**config.mk**
```make
export PLATFORM = sky130hd
export DESIGN_NAME = raybox_debounce
export DESIGN_NICKNAME = d
export VERILOG_FILES = /design/src/rtl/raybox_debounce.sv
export SDC_FILE = /design/constraint.sdc
export NUM_CORES = 1
export LEC_CHECK = 0
export CAP_MARGIN = 20
export CORE_MARGIN = 1
export CORE_UTILIZATION = 60
export DETAILED_ROUTE_END_ITERATION = 8
export PLACE_DENSITY = 0.9
export SLEW_MARGIN = 20
export SYNTH_ARGS = -nofsm -noshare
export SYNTH_HDL_FRONTEND = slang
export SYNTH_SLANG_ARGS = --single-unit
```
**constraint.sdc**
```tcl
create_clock -name clk -period 2.4 [get_ports clk]
set_input_delay 0.36 -clock clk [delete_from_list [all_inputs] [get_ports clk]]
set_output_delay 0.36 -clock clk [all_outputs]
set_load 0.05 [all_outputs]
```
**src/rtl/raybox_debounce.sv**
```systemverilog
// rtl/raybox_debounce.sv - synchronise, debounce and edge-detect raw pushbutton pins
// Per channel: polarity fix, 2-flop sync, stable-run counter, press/release strobes, per-frame sticky flag.
module raybox_debounce #(
  parameter int N_BUTTONS       = 6,
  parameter int DEBOUNCE_CYCLES = 250000,
  parameter bit ACTIVE_LOW      = 1'b1
) (
  input  logic                 clk,
  input  logic                 reset_n,
  input  logic [N_BUTTONS-1:0] btn_raw,
  input  logic                 frame_tick,
  output logic [N_BUTTONS-1:0] btn_level,
  output logic [N_BUTTONS-1:0] btn_press,
  output logic [N_BUTTONS-1:0] btn_release,
  output logic [N_BUTTONS-1:0] frame_press
);

  localparam int            CW       = (DEBOUNCE_CYCLES > 2) ? $clog2(DEBOUNCE_CYCLES) : 1;
  localparam logic [CW-1:0] CNT_LAST = CW'(DEBOUNCE_CYCLES - 1);

  logic [N_BUTTONS-1:0] btn_norm;
  logic [N_BUTTONS-1:0] sync1_q;
  logic [N_BUTTONS-1:0] sync2_q;
  logic [N_BUTTONS-1:0] level_q, level_d;
  logic [N_BUTTONS-1:0] press_q, press_d;
  logic [N_BUTTONS-1:0] release_q, release_d;
  logic [N_BUTTONS-1:0] fpress_q, fpress_d;
  logic [CW-1:0]        cnt_q [N_BUTTONS];
  logic [CW-1:0]        cnt_d [N_BUTTONS];

  // Normalise before the synchroniser so its reset value of 0 means "not pressed".
  assign btn_norm = ACTIVE_LOW ? ~btn_raw : btn_raw;

  always_comb begin
    level_d   = level_q;
    press_d   = '0;
    release_d = '0;
    for (int i = 0; i < N_BUTTONS; i++) begin
      cnt_d[i] = '0;
      if (sync2_q[i] != level_q[i]) begin
        if (cnt_q[i] == CNT_LAST) begin
          level_d[i]   = sync2_q[i];
          press_d[i]   = sync2_q[i];
          release_d[i] = ~sync2_q[i];
        end else begin
          cnt_d[i] = cnt_q[i] + 1'b1;
        end
      end
    end
    // Set beats clear so a press landing on the tick is carried into the next frame.
    fpress_d = press_q | (fpress_q & ~{N_BUTTONS{frame_tick}});
  end

  always_ff @(posedge clk or negedge reset_n) begin
    if (!reset_n) begin
      sync1_q   <= '0;
      sync2_q   <= '0;
      level_q   <= '0;
      press_q   <= '0;
      release_q <= '0;
      fpress_q  <= '0;
      for (int i = 0; i < N_BUTTONS; i++) begin
        cnt_q[i] <= '0;
      end
    end else begin
      sync1_q   <= btn_norm;
      sync2_q   <= sync1_q;
      level_q   <= level_d;
      press_q   <= press_d;
      release_q <= release_d;
      fpress_q  <= fpress_d;
      for (int i = 0; i < N_BUTTONS; i++) begin
        cnt_q[i] <= cnt_d[i];
      end
    end
  end

  assign btn_level   = level_q;
  assign btn_press   = press_q;
  assign btn_release = release_q;
  assign frame_press = fpress_q;

endmodule

```
# Yosys cells after proc, flatten, opt, wreduce, memory -nomap -nowiden
# Cells that the tools add are included.
[word_totals]
register_bits = 144
latch_bits = 0
ramBits = 0
mem_bits_ro = 0
out_inout_bits = 24
wordCells = 87
memories = 0
[op_classes]
add_sub_neg = 6
mul = 0
div_mod_pow = 0
n_lt_le_gt_ge = 0
n_eq_ne = 12
n_shift = 0
n_mux = 36
bitwise_logic = 10
reduce_logical = 6
[op_table]
columns = ["operator", "count"]
rows = [
  ["two-way mux 18 bit", 12],
  ["adder 18 x 1 -> 18 bit, second input constant", 6],
  ["== test 18 bit, second input constant", 6],
  ["two-way mux 1 bit", 24],
  ["inverter 6 bit", 2],
  ["AND reduction 2 bit", 6],
  ["bitwise AND 6 bit", 1],
  ["inequality test 1 bit", 6],
  ["inverter 1 bit", 6],
  ["OR 6 bit", 1],
]

# Longest topological paths before layout
# Gate-level depths: netlist (run 1).
[logic_depth]
word_depth = 3
depth_mapped = 6
mapped_depth_nobuf = 5

# Worst setup path before layout (run 1)
# Ideal clock, no wire load.
[synth_timing]
path_type = "register to register"
from = "reg cnt_q[78] (netlist name)"
to = "reg level_q[1] (netlist: btn_level[1])"
arrival_time_ps = 1977
required_ps = 2275
slack_ps = 298
stages_incl_launch_ff = 5
period_less_slack_ps = 2102
path_cell_list = "dfrtp_1 > or4b_1 > or4_4 > or2_4 > mux2_4"
[synth_via]
elab_chain_cells = 2
[synth_lines]
columns = ["element", "line_no", "source"]
rows = [
  ["start, declared", "28", "logic [CW-1:0] cnt_q [N_BUTTONS];"],
  ["start signal, assigned by index", "73", "cnt_q[i] <= cnt_d[i];"],
  ["== test 18 bit", "41", "if (cnt_q[i] == CNT_LAST) begin"],
  ["AND reduction 2 bit (no source line)", "--", ""],
  ["end signal, assigned", "68", "level_q <= level_d;"],
  ["end, declared", "24", "logic [N_BUTTONS-1:0] level_q, level_d;"],
]
# No other way between the ends.
# A chain may end at the register's enable or synchronous reset.

# Final worst setup path (run 1)
# Same ends and word-level chain as after synthesis.

==> impl_results.md, run 1 <==
* Status: completed
* CP Data Arrival Time at 2.60 ns
* Synthesized area at 6559 um2
* Nets at 695
* Utilization after layout at 0.7357
* Yosys cell types at 43
* DR vias/cell at 6.059
* Initial Util at 0.6269
* Synthesis-stage register bit count at 144
* CP Launch Type: flip-flop
* Critical Path RT at 2.82 ns
* Synth top area share at 0.5494
* # clock sinks at 144
* Most used DFF post-synth: dfrtp_1
* Commonest cells in the netlist: 144 x dfrtp_1, 103 x nor2_1, 61 x xnor2_1, 36 x nand4_1, 35 x nand3_1
* Gr busiest metal: met2
* Antenna Cells at 0
* Seq/Total Area, Yosys at 0.5494
* Critical Path Fanout Max at 4
* CTS tree: built
* FMAX at 457.7 MHz
* First DRT Iteration DRCs at 355
* Average wire per standard cell at 16.78 um
* M2 GR Usage at 0.4508
* Syn_area_per_cell at 10.53 um2
* Share of layout cells above drive strength 1 at 0.08406
* Worst Path Class, Setup: flip-flop to flip-flop
* Core ar. at 10460 um2
* Total negative slack at 0 ns
* Area leader, netlist: dfrtp_1
* Routed wire length at 13860 um
* Vias at 5005
* Clock H-tree levels at 4
* Clk_lat worst skew at 0.53 ns
* Pwr/cell area at 668.2 nW/um2
* Total GRT Usage at 0.2695
* Fin. max-slew vios at 0
* Initial antenna violation count at 0
* Post-synth ARST share at 1.000
* Die ar. at 11350 um2
* CTS Root Cell: clkbuf_8
* RSZ-0062 raised after global routing: false
* Hpwl dp at 8926 um
* Clk buf depth at 2
* Std-Cell Rows at 37
* Max-Cap Viols at 0
* Post-Syn Instances at 623
* HP Class: input port to flip-flop
* Post-route minimum period at 2.185 ns
* # fillers at 659
* Wire length of the first global-routing pass at 23600 um
* P_leak at 3.216 nW
* DRT Pass-1 Iters at 5
* Final setup viols at 0
* Worst Setup End Kind: flip-flop
* Worst relative slew slack at 0.6378
* Placer congestion estimate at 0.8695
* I/O pin count at 33
* Peak VDD IR at 825.5 uV
* Clk pin slew, worst setup/hold paths at 0.06 ns
* Tcrit/Tclk final at 0.9104
* Top cells by area, synth: dfrtp_1 55%, xnor2_1 8.1%, nor2_1 5.9%
* I/O Buffers at 32
* Area growth syn-to-layout at 17.36%
* Synth Warn # at 0
* Worst Max-Slew Pin Slew at 0.5384 ns
* Post-DRT Antenna Nets at 0
* Chip Width at 106.6 um
* Hold Fails Final Rpt at 0
* Post-route DRC at 0
* Post-synth EDFFs at 0
* Setup bufs post-CTS at 0
* Vias in the first global route at 4977
* Pin count of the biggest net entering global routing at 51
* Clock buffer count from CTS at 17
* Post-Syn Nets at 638
* Die height at 106.6 um
* M1 GR Usage at 0.3290
* GR Util met3 at 0.07419
* Clock skew at 0.008424 ns
* Count leader, synth: dfrtp_1
* GRT overflow at 0
-- metrics by stage --
step	hold slack (ns)	power [mW]	setup WS (ns)	instance area, um2	cells
floorplan	0.06441	2.598	0.2977	6559	623
global placement	0.3190	2.691	0.2735	7129	796
detailed placement	0.3195	2.700	0.2197	7129	796
CTS	0.2838	5.175	0.2015	7697	826
global route	0.3027	5.304	0.1717	7697	826
finish	0.2995	5.143	0.2151	7697	826
-- final timing paths --
kind | slack (ns) | end | start | depth (start not counted)
setup / recovery | 0.22 | btn_level[1]$_DFFE_PN0P_ | cnt_q[78]$_DFF_PN0_ | 4
hold / removal | 0.30 | sync1_q[2]$_DFF_PN0_ | btn_raw[2] | 2
setup reg to reg | 0.22 | btn_level[1]$_DFFE_PN0P_ | cnt_q[78]$_DFF_PN0_ | 4
hold reg to reg | 0.35 | sync2_q[5]$_DFF_PN0_ | sync1_q[5]$_DFF_PN0_ | 0
max in group asynchronous | 1.37 | cnt_q[55]$_DFF_PN0_ | reset_n | 3
min in group asynchronous | 0.33 | cnt_q[104]$_DFF_PN0_ | reset_n | 2
-- layer usage --
layer  vias up  part of all wire
met2       172              0.51
met5         -                 0
li1       2316                 -
met3        48             0.051
met1      2469              0.41
met4         0             0.027
-- worst max-delay path, cell delays in order, from the launching register on --
cell and delay (ns):
dfrtp_1 0.41, or4b_1 0.55, or4_4 0.56, or2_4 0.26, mux2_4 0.29
-- report_power, final --
group | leakage, nW | switching, mW | internal (mW) | total [mW]
Sequential | 1.97 | 0.0361 | 2.46 | 2.50
Clock | 0.282 | 0.922 | 1.56 | 2.48
Combinational | 0.964 | 0.102 | 0.0579 | 0.160
-- state kept, by name, indices dropped and copies added (netlist names) --
register / flops
btn_release: 6
btn_level: 6
sync2_q: 6
btn_press: 6
cnt_q: 108
frame_press: 6
sync1_q: 6
-- what timing repair did --
item,4_1_cts,5_1_grt
endpoints found under the hold margin,46,0
resized for setup,0,0
hold buffers,1,0
-- cell families (layout without fill, tap and decap cells) --
kind of cell    after synthesis  after routing  share of synthesized area
simple gates                315            315                     0.2541
flops                       144            144                     0.5494
xor+xnor                     90             90                     0.1202
compound gates               32             32                    0.03319
buf+inv                      27             94                    0.01621
mux                           9              9                    0.01545
fa+ha+maj                     6              6                    0.01145
-- placed cells by master, fill, tap and decap left out, drive strengths merged --
cell type / count
a21o: 6
a21oi: 8
and2: 2
and3: 14
and4: 7
buf: 15
bufinv: 2
clkbuf: 22
clkdlybuf4s50: 31
clkinv: 5
dfrtp: 144
dlygate4sd3: 1
ha: 6
inv: 18
mux2: 6
mux2i: 3
nand2: 27
nand2b: 1
nand3: 35
nand3b: 2
nand4: 36
nand4b: 2
nor2: 103
nor2b: 2
nor3: 16
nor3b: 18
nor4: 28
nor4b: 3
o21ai: 10
o221ai: 1
o31ai: 5
o41ai: 2
or2: 3
or2b: 1
or3: 2
or4: 11
or4b: 2
xnor2: 61
xor2: 29
-- area by class of cell --
class,instances,area (um2),share of cell area
Inverter,18,67.56,0.008778
Multi-Input combinational cell,452,2849,0.3701
Clock inverter,7,85.08,0.01105
Clock buffer,22,473.0,0.06144
Tap cell,136,170.2,0.02211
Timing Repair Buffer,47,449.2,0.05836
Sequential cell,144,3603,0.4681
No activity file was read; power rests on OpenSTA's default activity.
==> run 2, diff against run 1 <==
--- a/config.mk
+++ b/config.mk
@@ -10,6 +10,7 @@
 export CORE_UTILIZATION = 60
 export DETAILED_ROUTE_END_ITERATION = 8
 export PLACE_DENSITY = 0.9
+export SETUP_SLACK_MARGIN = 0.02
 export SLEW_MARGIN = 20
 export SYNTH_ARGS = -nofsm -noshare
 export SYNTH_HDL_FRONTEND = slang
==> results of run 2 <==
No change in the layout: final DEF, timing and power equal those of run 1.
